--- src/rtl/ps2_mouse_pkg.sv ---
// ps2_mouse_pkg: shared FSM encoding, status-byte bit indices and packet length for the PS/2 mouse tracker
package ps2_mouse_pkg;
  typedef enum logic [1:0] {WAIT_B0, WAIT_B1, WAIT_B2} ps2_state_t;
  localparam int BTN_L = 0;
  localparam int BTN_R = 1;
  localparam int BTN_M = 2;
  localparam int SYNC  = 3;
  localparam int XS    = 4;
  localparam int YS    = 5;
  localparam int XO    = 6;
  localparam int YO    = 7;
  localparam int PKT_LEN = 3;
endpackage

--- src/rtl/ps2_axis_accum.sv ---
// ps2_axis_accum: one cursor axis - optional acceleration (MOUSE_ACCEL_EN), signed add/subtract, clamp, position register
module ps2_axis_accum #(
  parameter int WIDTH = 9,
  parameter int MAX = 319,
  parameter int INIT = 160,
  parameter bit DIR_NEG = 1'b0,
  parameter int ACCEL_THRESH = 8
) (
  input  logic             clk,
  input  logic             rst,
  input  logic [8:0]       i_delta,
  input  logic             i_ovf,
  input  logic             i_apply,
  output logic [WIDTH-1:0] o_pos
);
  localparam int SW = (WIDTH > 9 ? WIDTH : 9) + 3;
  localparam logic signed [SW-1:0] LMAX = SW'(MAX);
  logic [WIDTH-1:0] r_pos;
  logic signed [SW-1:0] w_d, w_step, w_pos, w_sum;
  logic [WIDTH-1:0] w_next;
  assign w_d = i_ovf ? '0 : {{(SW-9){i_delta[8]}}, i_delta};
`ifdef MOUSE_ACCEL_EN
  localparam logic signed [SW-1:0] THR = SW'(ACCEL_THRESH);
  logic signed [SW-1:0] w_mag;
  assign w_mag = w_d[SW-1] ? -w_d : w_d;
  assign w_step = (w_mag > THR) ? w_d <<< 1 : w_d;
`else
  assign w_step = w_d;
`endif
  // sum is wide enough for any (possibly doubled) 9-bit delta, so the clamp never sees a wrapped value
  assign w_pos = {{(SW-WIDTH){1'b0}}, r_pos};
  assign w_sum = DIR_NEG ? w_pos - w_step : w_pos + w_step;
  assign w_next = w_sum[SW-1] ? '0 : (w_sum > LMAX ? WIDTH'(MAX) : w_sum[WIDTH-1:0]);
  // position register, loaded only when a complete packet is applied
  always_ff @(posedge clk or posedge rst)
    if (rst) r_pos <= WIDTH'(INIT);
    else if (i_apply) r_pos <= w_next;
  assign o_pos = r_pos;
endmodule

--- src/rtl/ps2_mouse_tracker.sv ---
// ps2_mouse_tracker: 3-byte PS/2 packet framing with timeout and clamped cursor tracking; MOUSE_ACCEL_EN enables acceleration
module ps2_mouse_tracker
  import ps2_mouse_pkg::*;
#(
  parameter int X_WIDTH = 9,
  parameter int Y_WIDTH = 8,
  parameter int X_MAX = 319,
  parameter int Y_MAX = 239,
  parameter int X_INIT = 160,
  parameter int Y_INIT = 120,
  parameter int TIMEOUT_CYCLES = 100000,
  parameter int ACCEL_THRESH = 8
) (
  input  logic               CLOCK_50,
  input  logic               reset,
  input  logic [7:0]         received_data,
  input  logic               received_data_en,
  output logic [X_WIDTH-1:0] x_position,
  output logic [Y_WIDTH-1:0] y_position,
  output logic               left_down,
  output logic               right_down,
  output logic               middle_down,
  output logic               left_click,
  output logic               packet_valid,
  output logic               sync_error
);
  localparam int CW = $clog2(TIMEOUT_CYCLES + 1);
  ps2_state_t r_state, w_next;
  logic [7:0] r_status, r_dx;
  logic [CW-1:0] r_cnt;
  logic [2:0] r_btn;
  logic r_valid, r_click, r_sync;
  logic w_tmo, w_apply, w_sync;
  assign w_tmo = (r_state != WAIT_B0) && (r_cnt == CW'(TIMEOUT_CYCLES - 1));
  // next state: a strobe always wins over a simultaneous timeout
  always_comb begin
    w_next = r_state;
    w_apply = 1'b0;
    w_sync = 1'b0;
    if (received_data_en) begin
      case (r_state)
        WAIT_B0: if (received_data[SYNC]) w_next = WAIT_B1; else w_sync = 1'b1;
        WAIT_B1: w_next = WAIT_B2;
        default: begin
          w_next = WAIT_B0;
          w_apply = 1'b1;
        end
      endcase
    end else if (w_tmo) begin
      w_next = WAIT_B0;
      w_sync = 1'b1;
    end
  end
  // state, byte latches and inter-byte idle counter
  always_ff @(posedge CLOCK_50 or posedge reset)
    if (reset) begin
      r_state <= WAIT_B0;
      r_status <= '0;
      r_dx <= '0;
      r_cnt <= '0;
    end else begin
      r_state <= w_next;
      r_cnt <= (r_state == WAIT_B0 || received_data_en || w_tmo) ? '0 : r_cnt + 1'b1;
      if (received_data_en && r_state == WAIT_B0 && received_data[SYNC]) r_status <= received_data;
      if (received_data_en && r_state == WAIT_B1) r_dx <= received_data;
    end
  // buttons and one-cycle pulses, updated together with the position
  always_ff @(posedge CLOCK_50 or posedge reset)
    if (reset) begin
      r_btn <= '0;
      r_valid <= 1'b0;
      r_click <= 1'b0;
      r_sync <= 1'b0;
    end else begin
      r_valid <= w_apply;
      r_sync <= w_sync;
      r_click <= w_apply & r_status[BTN_L] & ~r_btn[0];
      if (w_apply) r_btn <= {r_status[BTN_M], r_status[BTN_R], r_status[BTN_L]};
    end
  ps2_axis_accum #(.WIDTH(X_WIDTH), .MAX(X_MAX), .INIT(X_INIT), .DIR_NEG(1'b0), .ACCEL_THRESH(ACCEL_THRESH)) u_x (
    .clk(CLOCK_50), .rst(reset), .i_delta({r_status[XS], r_dx}), .i_ovf(r_status[XO]),
    .i_apply(w_apply), .o_pos(x_position)
  );
  ps2_axis_accum #(.WIDTH(Y_WIDTH), .MAX(Y_MAX), .INIT(Y_INIT), .DIR_NEG(1'b1), .ACCEL_THRESH(ACCEL_THRESH)) u_y (
    .clk(CLOCK_50), .rst(reset), .i_delta({r_status[YS], received_data}), .i_ovf(r_status[YO]),
    .i_apply(w_apply), .o_pos(y_position)
  );
  assign left_down = r_btn[0];
  assign right_down = r_btn[1];
  assign middle_down = r_btn[2];
  assign left_click = r_click;
  assign packet_valid = r_valid;
  assign sync_error = r_sync;
endmodule

--- config.mk ---
export PLATFORM = sky130hd
export DESIGN_NAME = ps2_mouse_tracker
export DESIGN_NICKNAME = d
export VERILOG_FILES = /design/src/rtl/ps2_mouse_pkg.sv /design/src/rtl/ps2_axis_accum.sv /design/src/rtl/ps2_mouse_tracker.sv
export SDC_FILE = /design/constraint.sdc
export NUM_CORES = 1
export LEC_CHECK = 0
export BUFFER_PORTS_ARGS = -buffer_cell sky130_fd_sc_hd__buf_2
export CAP_MARGIN = 20
export CELL_PAD_IN_SITES_DETAIL_PLACEMENT = 0
export CELL_PAD_IN_SITES_GLOBAL_PLACEMENT = 2
export CORE_ASPECT_RATIO = 1.1
export CORE_MARGIN = 1
export CORE_UTILIZATION = 41
export CTS_CLUSTER_DIAMETER = 50
export DETAILED_ROUTE_END_ITERATION = 6
export GPL_TIMING_DRIVEN = 0
export PLACE_DENSITY = 0.84
export SKIP_CTS_REPAIR_TIMING = 1
export SYNTH_ARGS = -nofsm -noshare
export SYNTH_HDL_FRONTEND = slang
export SYNTH_SLANG_ARGS = --single-unit
--- constraint.sdc ---
create_clock -name CLOCK_50 -period 4.3 [get_ports CLOCK_50]
set_clock_uncertainty 0.2 [all_clocks]
set_input_delay 0.645 -clock CLOCK_50 [delete_from_list [all_inputs] [get_ports CLOCK_50]]
set_output_delay 0.645 -clock CLOCK_50 [all_outputs]
set_load 0.01 [all_outputs]
[Word level (Yosys, flattened, before mapping)]
Index checks and enable logic that the tools add are counted.
Storage, ports and cells
  input port bits: 11
  flip-flop bits (word level): 58
  word-level logic and storage cells: 49
Cells by class
  reductions and logical operators: 11
  equal/unequal tests: 3
  bitwise gates (word level): 3
  multiplexer cells: 17
  $lt $le $gt $ge: 2
  $add $sub $neg: 3
Operators by type and width (number)
  12-bit two-way mux: 2
  9-bit two-way mux: 2
  17-bit by 1-bit adder with 17-bit output (second input constant): 1
  17-bit equality test (second input constant): 1
  17-bit two-way mux: 1
  8-bit two-way mux: 2
  10-bit by 12-bit adder with 12-bit output: 1
  12-bit by 10-bit > comparator with 1-bit output (second input constant): 1
  12-bit by 9-bit > comparator with 1-bit output (second input constant): 1
  9-bit by 12-bit subtractor with 12-bit output: 1
  1-bit two-way mux: 6
  2-bit two-way mux: 3
  1-bit logical AND: 4
  2-bit one-hot mux with 2 select lines: 1
  2-bit nonzero test: 2
  3-bit != test (second input constant): 1
  1-bit AND: 2
  2-bit by 1-bit equality test with 1-bit output (second input constant): 1
  2-bit logical NOT: 1
  1-bit logical OR: 2
  2-bit AND reduction: 1
  2-bit OR reduction: 1
  1-bit NOT: 1

[Logic depth before layout (Yosys ltp)]
Gate-level depths: netlist of the first run.
  depth after elaboration: 6
  gate-level depth with buffers: 10

[Hierarchy]
From an unflattened synthesis of the first run, not the netlist that was laid out.
Second synthesis, totals
  cell total of the unflattened synthesis: 355
  area total of the unflattened synthesis: 3599.7 µm²
Modules (own cells, without submodules)
  ps2_mouse_tracker: cells an instance 147, area each 1744.2 µm², sequential area each 1001.0 µm², times used 1
  ps2_axis_accum (u_x): cells an instance 110, area each 978.4 µm², sequential area each 227.7 µm², times used 1
  ps2_axis_accum (u_y): cells an instance 98, area each 877.1 µm², sequential area each 205.2 µm², times used 1

[Least setup slack after synthesis of the first run]
Ideal clock, no wire load.
  path kind: input -> register
  from: input port received_data[0]
  to: register u_y.r_pos[4], in the netlist u_y.o_pos[4]
  buffers on the path: 0
  cell stages on the path: 10
  slack: 1584 ps
  data arrival time: 2436 ps
  path through: nor2b_1 ha_1 inv_1 fa_1 a21o_1 a21oi_1 a211oi_1 o31ai_1 nand2_1 a32o_1
On the way
  word-level cells in the longest chain between the ends: 5
Ends and longest elaborated chain
  start: declaration: RTL line ps2_mouse_tracker.sv:16  | input logic [7:0] received_data,
  12-bit two-way mux (*): RTL line ps2_axis_accum.sv:21  | assign w_d = i_ovf ? '0 : {{(SW-9){i_delta[8]}}, i_delta};
  9-bit by 12-bit subtractor with 12-bit output (*): RTL line ps2_axis_accum.sv:32  | assign w_sum = DIR_NEG ? w_pos - w_step : w_pos + w_step;
  12-bit by 9-bit > comparator with 1-bit output: RTL line ps2_axis_accum.sv:33  | assign w_next = w_sum[SW-1] ? '0 : (w_sum > LMAX ? WIDTH'(MAX) : w_sum[WIDTH-1:0]);
  8-bit two-way mux: RTL line ps2_axis_accum.sv:33
  8-bit two-way mux (*): RTL line ps2_axis_accum.sv:33
  end signal: assignment: RTL line ps2_axis_accum.sv:36  | if (rst) r_pos <= WIDTH'(INIT);
  end signal: assignment: RTL line ps2_axis_accum.sv:37  | else if (i_apply) r_pos <= w_next;
  end: declaration: RTL line ps2_axis_accum.sv:18  | logic [WIDTH-1:0] r_pos;
Mark *: on every way between the ends. The rest lies on a longest branch, timed or not.
A chain may end at the register's enable or synchronous reset.

[Worst setup path after layout of the first run]
  from: register r_status[7]
  to: register u_y.r_pos[4], in the netlist u_y.o_pos[4]
On the way
  word-level cells in the longest chain between the ends: 5
Ends and longest elaborated chain
  start: declaration: RTL line ps2_mouse_tracker.sv:29  | logic [7:0] r_status, r_dx;
  start signal: assignment: RTL line ps2_mouse_tracker.sv:64  | if (received_data_en && r_state == WAIT_B0 && received_data[SYNC]) r_status <= received_data;
  12-bit two-way mux (*): RTL line ps2_axis_accum.sv:21
  9-bit by 12-bit subtractor with 12-bit output (*): RTL line ps2_axis_accum.sv:32
  12-bit by 9-bit > comparator with 1-bit output: RTL line ps2_axis_accum.sv:33
  8-bit two-way mux: RTL line ps2_axis_accum.sv:33
  8-bit two-way mux (*): RTL line ps2_axis_accum.sv:33
Marked as above.

==> impl_results.md, run 1 <==
- Run status: completed
- First-pass GRT wire length: 12,700 µm
- Final wirelength: 7590 µm
- Worst Setup Slack, final: between 1000 and 1500 ps
- Die X-Extent: 89.6 µm
- Number of iterations in the first detailed-routing pass: 4
- Core Region: 8040 µm²
- Class of the worst hold path: in2async
- Clock root buffer: clkbuf_8
- Drt wl/cell: between 15 and 20 µm
- Initial Util: 0.431
- Fin crit period: 2930 ps
- Maximum count of clock buffers along a single path: 2
- Critical path arrival: approximately 3000 ps
- Design Area, Final: just over 4000 µm²
- Data required time of the worst path: 4370 ps
- Highest Clock Rate: 342 MHz
- Count of pins over their slew limit: 0
- Total clock buffers created by CTS: 9
- H-tree depth: 3
- Cell area after placement: 3780 µm²
- Insertion delay to the later sink of the worst-skew pair: 330 ps
- Total setup violations reported at the end of the flow: 0
- Half-perimeter wire length of the detailed placement result: 5800 µm
- Placed cells: a little under 500
- Final cell count without fillers: 502
- Complex-gate fraction of the synthesized area: 0.187
- Cell area after technology mapping: 3460 µm²
- Clock Sinks: 57
- Crit-path max FO: 10
- Final weighted congestion in routability-driven placement: 0.814
- Multiplexer share of the synthesized area: 0.0650
- Ratio of cells with drive above 1 in the final layout: 0.216
- Post-synthesis to final-layout area growth: 16.3%
- EDFF count, synth: 0
- Max rail drop VDD: 0.356 mV
- Fraction of registers with async set or reset after synthesis: 1.00
- Via count: 2,675
- Vias in the first global route: 2,639
- Synthesized area divided by synthesized cell count: slightly above 10 µm²
- Clock-pin slew of the registers on the worst-case setup and hold paths: ~70 ps
- PortBufs: 33
- Portion of the post-synthesis area used by sequential elements: 0.414
- Synthesized-area fraction occupied by xor and xnor cells: 0.0632
- Overall Global Routing Usage: 0.190
- Antenna violations before repair: 0
- Final count of hold timing violations: 0
- Number of flip-flops and latches in the synthesized netlist: 57
- Violation count after the first detailed-route iteration: 134
- Leak Pwr: 1.79 nW
- Instance count of the mapped netlist: 344
- Unrepaired setup endpoints after global routing: false
- Top-Level Pins: 34
- Period utilization: 0.681
- Standard-cell row count: 34
- Post-synthesis simple-gate area fraction: 0.165
- Yosys warning total: 0
- Power Density: around 680 nW/µm²
- Drt via density: 5.33
- Flip-flop cell with the highest count after synthesis: dfrtp_1
- Leftover overflow at the end of global routing: 0
- Setup slack at placement: about 1100 ps
- Floorplan die area: around 8800 µm²
- Pwr Total: roughly 0.0027 W
- Number of nets in the layout: between 400 and 500
- N_diodes: 0
- Actual transition at the worst max-transition pin: 731 ps
- Combinational family with the most area after synthesis: compound AO/OA/AOI/OAI gates
- Largest net degree at the start of global routing: 32
- Kind of launch point of the worst setup path: flip-flop
- Die Y: between 90 and 100 µm
- Clock tree from TritonCTS: yes
- DRC errors left: 0
- Maximum Capacitance Violations: 0
- Post-synthesis net count: 377
- Total negative slack for setup checks: 0 ps
- Crit path capture type: flip-flop
- Area share of fa/ha/maj cells after synthesis: 0.0838
- Count of unique library cells instantiated by Yosys: 51
- Slew margin rel.: 0.513
- Category of the most critical setup path: reg2reg
- Remaining antenna violation count after routing: 0
==> layout make-up <==
class | instances | area (µm²)
sequential | 57 | 1430
clock buffer | 11 | 141
tap | 108 | 135
inverter | 11 | 41.3
clock inverter | 5 | 103
buffer | 8 | 32.5
fill | 767 | 4010
multi-input combinational | 268 | 1960
timing repair buffer | 34 | 185
==> placed cells by master (no fill, tap or decap), types with 11 or more instances in the layout <==
cell / count
dfrtp_1: 51
buf_2: 35
nor2_1: 30
a21oi_1: 25
nand2_1: 22
ha_1: 20
mux2_2: 18
nand3_1: 14
nor2b_1: 14
xor2_1: 13
xnor2_1: 12
nand2b_1: 11
==> worst max-delay path: stages, from the launching register on <==
cell      delay (ps)
dfrtp_1          480
nor2b_1          200
ha_1             200
inv_1             50
fa_1             400
a21o_1           210
a21oi_1          380
a211oi_1         140
o31ai_1          120
nand2_1          220
a32o_1           270
==> metrics by stage <==
stage,hold WS (ps),utilization
5_1_grt,204,0.501
4_1_cts,174,0.501
6_report,166,0.501
2_1_floorplan,255,-
3_5_place_dp,262,0.471
3_3_place_gp,245,0.468
==> sequential cells by signal (all words and copies together), names as in the netlist, 2 cells and up <==
register   flops
r_dx           8
r_cnt         17
r_btn          3
u_y.o_pos      8
r_state        2
r_status       7
u_x.o_pos      9
==> Yosys cell counts (2+ instances only) <==
cell,n,share of area
fa_1,2,0.012
mux2_2,18,0.059
a21oi_1,25,0.036
nor3_1,3,0.0043
a22oi_1,3,0.0065
o21a_1,4,0.0087
dfstp_2,6,0.046
inv_1,11,0.012
a41oi_2,2,0.0094
o21ai_0,7,0.010
clkbuf_1,6,0.0065
nand3_1,14,0.020
buf_2,2,0.0029
nand2_1,22,0.024
nor2b_1,14,0.025
and4_1,2,0.0051
xnor2_1,12,0.030
and3_1,3,0.0054
o21ai_1,2,0.0029
dfrtp_1,51,0.37
ha_1,20,0.072
o21bai_1,2,0.0043
or3_1,2,0.0036
nor2_1,30,0.033
nand2b_1,11,0.020
and2_1,2,0.0036
o31ai_1,2,0.0043
a21o_1,10,0.022
xor2_1,13,0.033
a32o_1,4,0.012
a31oi_1,10,0.018
nand3b_1,3,0.0065
a211oi_1,6,0.013
nor4_1,3,0.0054
==> routing by layer <==
layer	GRT usage	share of wire
met1	0.265	0.48
met2	0.295	0.48
met3	0.0302	0.025
met4	0.0733	0.016
met5	0	0
==> power breakdown <==
part / total, W / leakage [nW] / switching (W) / internal [W]
clock: 0.000618 / 0.120 / 0.000218 / 0.000400
combinational: 0.00130 / 0.947 / 0.000721 / 0.000576
sequential: 0.000814 / 0.725 / 0.000120 / 0.000694
total: 0.00273 / 1.79 / 0.00106 / 0.00167
==> kinds of logic (layout without fill, tap and decap cells) <==
logic type,Yosys count,count (layout)
AO/OA/AOI/OAI,89,89
adder cells (fa/ha/maj),22,22
AND/OR/NAND/NOR,113,113
XOR/XNOR,25,25
flip-flops,57,57
multiplexers,19,19
buffers and inverters,19,69
==> final timing paths <==
check | from | endpoint | slack [ps] | cells after the start
worst max-delay path | r_status[7] | u_y.o_pos[4] | 1370 | 10
worst min-delay path | reset | r_cnt[10] | 170 | 2
worst max register to register | r_status[7] | u_y.o_pos[4] | 1370 | 10
worst min register to register | r_btn[0] | left_click | 260 | 1
max in group asynchronous | reset | u_y.o_pos[3] | 3090 | 3
min in group CLOCK_50 | r_btn[0] | left_click | 260 | 1
Note: power is estimated with default switching activity, not from simulation.
==> run 2: changes to the inputs <==
- ABC_AREA: default -> 1
- CORE_UTILIZATION: 41 -> 31
- PLACE_DENSITY: 0.84 -> 0.75
- clock period: 4.3 -> 2.4 ns (I/O delays scaled with it)
==> run 2 against run 1 <==
Effect of this change:
- fmax increased by 22%
- sequential share of layout area decreased by 5.5 points
- utilization decreased by 6.9 points
- register-to-register slack got worse by 1400 ps
- first-iteration DRC count increased by 15%
- cell area increased by 18%
- critical path type unchanged
- critical endpoint is now u_y.o_pos[0]
- largest cell class unchanged
- highest routed layer unchanged
==> impl_results.md, run 2 <==
- Actual transition at the worst max-transition pin: around 690 ps
- Post-synthesis net count: 517
- Cells taking the most area after synthesis: dfrtp_1 (36%), nand2_1 (18%), ha_1 (7.1%)
- Fraction of registers with async set or reset after synthesis: 1.00
- Instance count of the mapped netlist: 484
- Crit-path max FO: 5
- Portion of total power attributed to combinational logic: 0.557
- Violation count after the first detailed-route iteration: 154
- Remaining antenna violation count after routing: 0
- Vias in the first global route: 3,179
- Half-perimeter wire length of the detailed placement result: 6760 µm
- Final count of hold timing violations: 0
- Floorplan die area: 11,800 µm²
- Leftover overflow at the end of global routing: 0
- Overall Global Routing Usage: 0.171
- Clock Sinks: 57
- Clock-pin slew of the registers on the worst-case setup and hold paths: 60 ps
- Slew margin rel.: 0.541
- Portion of the post-synthesis area used by sequential elements: 0.406
- Kind of launch point of the worst setup path: flip-flop
- First-pass GRT wire length: 15,700 µm
- Final weighted congestion in routability-driven placement: 0.779
- Power Density: 1330 nW/µm²
- Register ranked first by flip-flop count: r_cnt
- Antenna violations before repair: 0
- Unrepaired setup endpoints after global routing: true
- Synthesized area divided by synthesized cell count: 7.29 µm²
- Drt via density: 4.65
- Highest Clock Rate: 417 MHz
- Leading cell type in the layout, fill and taps excluded: nand2_1
- Most frequent cells in the layout: nand2_1 (131), inv_1 (55), dfrtp_1 (51), nor2_1 (37), nand2_2 (37)
- Via count: between 3,000 and 4,000
- H-tree depth: 3
- Data required time of the worst path: 2420 ps
- Final wirelength: 9570 µm
- Standard-cell row count: 40
- Total setup violations reported at the end of the flow: 0
- Fin crit period: ~2400 ps
- Design Area, Final: 4760 µm²
- Reg2Reg Launch Point: r_status[7]
- Clk pwr share: 0.208
- Reg-to-reg slack, setup: 0.8 ps
- Most frequently used cell type in the post-synthesis netlist: nand2_1
- Class of the worst hold path: in2reg
- PortBufs: 32
- Max rail drop VDD: 0.646 mV
- Run status: completed
- Part of the total power dissipated in sequential elements: 0.236
- Maximum count of clock buffers along a single path: 2
- Die Y: 114 µm
- DRC errors left: 0
- Largest net degree at the start of global routing: 30
- Proportion of total power due to net switching: 0.437
- Leak Pwr: 2.30 nW
- Area of the multi-input gates: 2240 µm²
- Post-route core utilization: 0.432
- Critical path arrival: 2420 ps
- Flip-flop cell with the highest count after synthesis: dfrtp_1
- Fraction of post-synthesis cell area in the top cell type by area: 0.362
- Initial Util: 0.320
- Number of iterations in the first detailed-routing pass: 4
- Drt wl/cell: 13.7 µm
- Internal power summed over all cells: about 0.0036 W
- Crit path capture type: flip-flop
- Insertion delay to the later sink of the worst-skew pair: about 330 ps
- Reg area: 1430 µm²
- Area leader, netlist: dfrtp_1
- Top-Level Pins: 34
- Worst setup startpoint: r_status[7]
- Switching power: 0.00277 W
- Count of unique library cells instantiated by Yosys: 32
- Post-synthesis to final-layout area growth: 34.9%
- Ratio of cells with drive above 1 in the final layout: 0.331
- Number of nets in the layout: 578
- Number of flip-flops and latches in the synthesized netlist: 57
- Capturing instance or port of the critical path: u_y.o_pos[0]
- Period utilization: 1.00
- Count of cells along the worst register-to-register path: 14
- Category of the most critical setup path: reg2reg
- Filler cells: 1,166
- Yosys warning total: 0
- Flip-flop count of the largest register after layout: 17
- Die X-Extent: between 100 and 150 µm
- Count of pins over their slew limit: 0
- R2r endpoint: u_y.o_pos[0]
- Maximum Capacitance Violations: 0
- Clock tree from TritonCTS: yes
- Clock root buffer: clkbuf_16
- Cell area after placement: 3890 µm²
- N_diodes: 0
- Cell area after technology mapping: roughly 3500 µm²
- Total clock buffers created by CTS: 9
- EDFF count, synth: 0
- Top cell types by occurrence after synthesis: nand2_1 (165), inv_1 (63), dfrtp_1 (51)
- Core Region: 11,000 µm²
## run 2: cell count changes after synthesis, moves of 14 or more
cell / previous run / this run
inv_1: 11 / 63
mux2_2: 18 / 0
nand2_1: 22 / 165
nand3_1: 14 / 30
nor2_1: 30 / 47
nor2b_1: 14 / 0
o21ai_0: 7 / 25
## run 2: layout make-up
type,count,area share
buffer,5,0.00578
clock buffer,9,0.0473
clock inverter,7,0.0166
inverter,66,0.0531
multi-input combinational,356,0.470
sequential,57,0.301
tap,147,0.0386
timing repair buffer,50,0.0670
## run 2: cell families (layout without fill, tap and decap cells)
group                    after synthesis  after routing  share of synthesized area
AO/OA/AOI/OAI                         49             49                     0.0723
XOR/XNOR                              12             12                     0.0298
adder cells (fa/ha/maj)               22             22                     0.0823
buffers and inverters                 71            137                     0.0762
flip-flops                            57             57                      0.406
AND/OR/NAND/NOR                      273            273                      0.333
## run 2: power groups by stage
stage          clock network (W)  registers, W  logic, W
2_1_floorplan                  0       0.00149   0.00180
3_3_place_gp                   0       0.00146   0.00249
3_5_place_dp                   0       0.00147   0.00248
4_1_cts                  0.00136       0.00145   0.00250
5_1_grt                  0.00140       0.00154   0.00398
6_report                 0.00132       0.00150   0.00354
## run 2: how the worst min path moves through the flow
stage                          start    endpoint  slack [ps]  depth (start not counted)
floorplan                   r_cnt[0]    r_cnt[0]         230                          1
global placement            r_btn[0]  left_click         240                          1
detailed placement          r_btn[0]  left_click         240                          1
CTS                            reset    r_btn[2]         -40                          2
global route        received_data[5]     r_dx[5]         120                          3
finish              received_data[5]     r_dx[5]         120                          3
## run 2: metal layers
layer  global-route usage  vias to the layer above  routed length, µm
li1                     -                     1653                  -
met1                0.220                     1514               4550
met2                0.282                       53               4540
met3               0.0429                       19                270
met4               0.0552                        0                211
met5                    0                        -                  0
## run 2: metrics by stage
step | hold WS (ps) | setup WS [ps] | total power, W | setup TNS [ps] | instances
2_1_floorplan | 233 | 30.8 | 0.00329 | 0 | 484
3_3_place_gp | 236 | -565 | 0.00395 | -32870 | 663
3_5_place_dp | 241 | -384 | 0.00395 | -3880 | 664
4_1_cts | -42.7 | -395 | 0.00531 | -4120 | 680
5_1_grt | 116 | -168 | 0.00692 | -1930 | 697
6_report | 117 | 0.780 | 0.00635 | 0 | 697
## run 2: worst max-delay path: stages, from the launching register on
cell and delay (ps):
dfrtp_1 430, nor2_2 110, ha_2 180, inv_2 50, fa_2 370, nand3_2 90, nand2_4 70, nand2_2 70
nand2_2 60, xor2_2 160, nor2_4 200, buf_6 130, nand3_2 60, nand2_1 60, o21ai_1 60
==> run 3: changes to the inputs <==
- CORE_UTILIZATION: 31 -> 34
- PLACE_DENSITY: 0.75 -> default
- PLACE_DENSITY_LB_ADDON: default -> 0.15
- clock period: 2.4 -> 2.3 ns (I/O delays scaled with it)
==> run 3 against run 2 <==
Effect of this change:
- the flow now finishes with violations (setup timing)
- setup slack worse by 170 ps
- hold slack worse by 35 ps
- combinational power hardly changed
- utilization grew 2.0 points
- largest cell class unchanged
==> impl_results.md, run 3 (synthesized netlist as in run 2, its figures left out) <==
- Register ranked first by flip-flop count: r_cnt
- Critical path cell sequence: nor2_2 > ha_2 > inv_2 > fa_2 > inv_2 > nand3_2 > nand3_2 > nand2_2 > nand3_2 > nand2_2 > nand2_4 > nand2_4 > nand2_4 > nand2_2 > nand2_1 > nand2_1
- Total setup violations reported at the end of the flow: 14
- Maximum Capacitance Violations: 0
- Met2 Use GR: 0.306
- Drt wl/cell: 13.8 µm
- Highest cell delay on the worst timing path: 470 ps
- Unrepaired setup endpoints after global routing: true
- Data required time of the worst path: 2330 ps
- First-pass GRT wire length: about 15,000 µm
- Ratio of cells with drive above 1 in the final layout: 0.311
- Die Y: 109 µm
- Die X-Extent: 99.1 µm
- Core Region: 9980 µm²
- Largest net degree at the start of global routing: 35
- Critical-path cell with the highest stage delay: dfrtp_2
- Top-Level Pins: 34
- Post-synthesis to final-layout area growth: 27.9%
- Run status: complete, but fails checks
- Clock tree from TritonCTS: yes
- Clock-pin slew of the registers on the worst-case setup and hold paths: around 70 ps
- Met1 Track Usage GR: 0.232
- Actual transition at the worst max-transition pin: 652 ps
- Number of nets in the layout: 576
- Leftover overflow at the end of global routing: 0
- Violations in the final reports: setup timing
- Final count of hold timing violations: 0
- Flip-flop count of the largest register after layout: 17
- Period utilization: 1.08
- Slew margin rel.: 0.565
- Standard-cell row count: 38
- Most frequent cells in the layout: nand2_1 (141), inv_1 (53), dfrtp_1 (49), nor2_1 (37), buf_2 (32)
- Overall Global Routing Usage: 0.182
- Drt via density: 4.83
- Clock root buffer: clkbuf_8
- Maximum count of clock buffers along a single path: 2
- Category of the most critical setup path: reg2reg
- Power Density: 1320 nW/µm²
- PortBufs: 32
- Antenna violations before repair: 0
- N_diodes: 0
- Number of iterations in the first detailed-routing pass: 4
- Remaining antenna violation count after routing: 0
- Count of pins over their slew limit: 0
- Initial Util: 0.353
- Class of the worst hold path: in2reg
- Worst Setup Slack, final: -173 ps
- Violation count after the first detailed-route iteration: approximately 130
- Final weighted congestion in routability-driven placement: 0.787
- Half-perimeter wire length of the detailed placement result: 6770 µm
- Clock Sinks: 57
- Final wirelength: roughly 9000 µm
- DRC errors left: 0
- Pwr Total: 0.00595 W
- Total clock buffers created by CTS: 9
- Leading cell type in the layout, fill and taps excluded: nand2_1
- Kind of launch point of the worst setup path: flip-flop
- Vias in the first global route: 3,083
- Met3 Track Usage GR: 0.0410
- Critical path arrival: 2500 ps
- Highest Clock Rate: 404 MHz
- H-tree depth: 3
- Gate family responsible for the most delay along the worst path: simple AND/OR/NAND/NOR gates
- Fin crit period: 2470 ps
- Worst path buffer plus inverter count: 2
- Crit path capture type: flip-flop
- Insertion delay to the later sink of the worst-skew pair: 340 ps
- Floorplan die area: between 10,000 and 15,000 µm²
- Via count: roughly 3,200
- Leak Pwr: 2.22 nW
- Global routing's busiest layer: met2
- Max rail drop VDD: about 0.53 mV
- Crit-path max FO: 7
- Setup slack at placement: -363 ps
run 3: cell count changes in the layout (fill, tap and decap cells not counted), moves of 3 or more:
cell       before  now
nand2_2        37   25
clkbuf_8        0   10
nand2_1       131  141
clkbuf_16       9    0
a21oi_2         2    5
buf_6           4    1
ha_1            5    8
ha_4           13   10
nor2_2         15   12
nor2_4          6    9
run 3: routing by layer:
layer	wire length [µm]	up-vias
met5	0	-
met2	4360	52
met4	157	0
met3	325	11
met1	4370	1517
li1	-	1642
run 3: final cells by class:
cell class | instances | area [µm²]
sequential | 57 | 1440
timing repair buffer | 49 | 307
buffer | 4 | 16.3
tap | 120 | 150
inverter | 66 | 255
fill | 1052 | 5470
clock buffer | 12 | 145
multi-input combinational | 356 | 2190
clock inverter | 3 | 17.5
run 3: path summary, 6_finish.rpt:
kind	startpoint	endpoint	slack, ps	cells past startpoint
min	received_data[5]	r_status[5]	80	3
min in group asynchronous	reset	r_cnt[2]	420	3
max reg2reg	r_status[6]	u_x.o_pos[4]	-170	16
min reg2reg	r_btn[0]	left_click	250	1
max	r_status[6]	u_x.o_pos[4]	-170	16
max in group asynchronous	reset	u_y.o_pos[4]	810	4
run 3: power breakdown:
part / switching (W) / internal (W)
logic: 0.00206 / 0.00149
registers: 0.000262 / 0.00131
clock network: 0.000419 / 0.000411
run 3: stage by stage:
step / utilization / setup TNS (ps) / cells / hold slack, ps / cell area, µm²
2_1_floorplan: - / 0 / 484 / 233 / 3540
3_5_place_dp: 0.388 / -4590 / 637 / 248 / 3870
5_1_grt: 0.452 / -4030 / 667 / 103 / 4510
4_1_cts: 0.404 / -4870 / 652 / -115 / 4030
3_3_place_gp: 0.386 / -35600 / 636 / 236 / 3850
6_report: 0.452 / -1530 / 667 / 82.1 / 4510
run 3: worst min-delay path: stages:
cell	delay, ps
buf_2	110
inv_1	50
o21ai_0	80
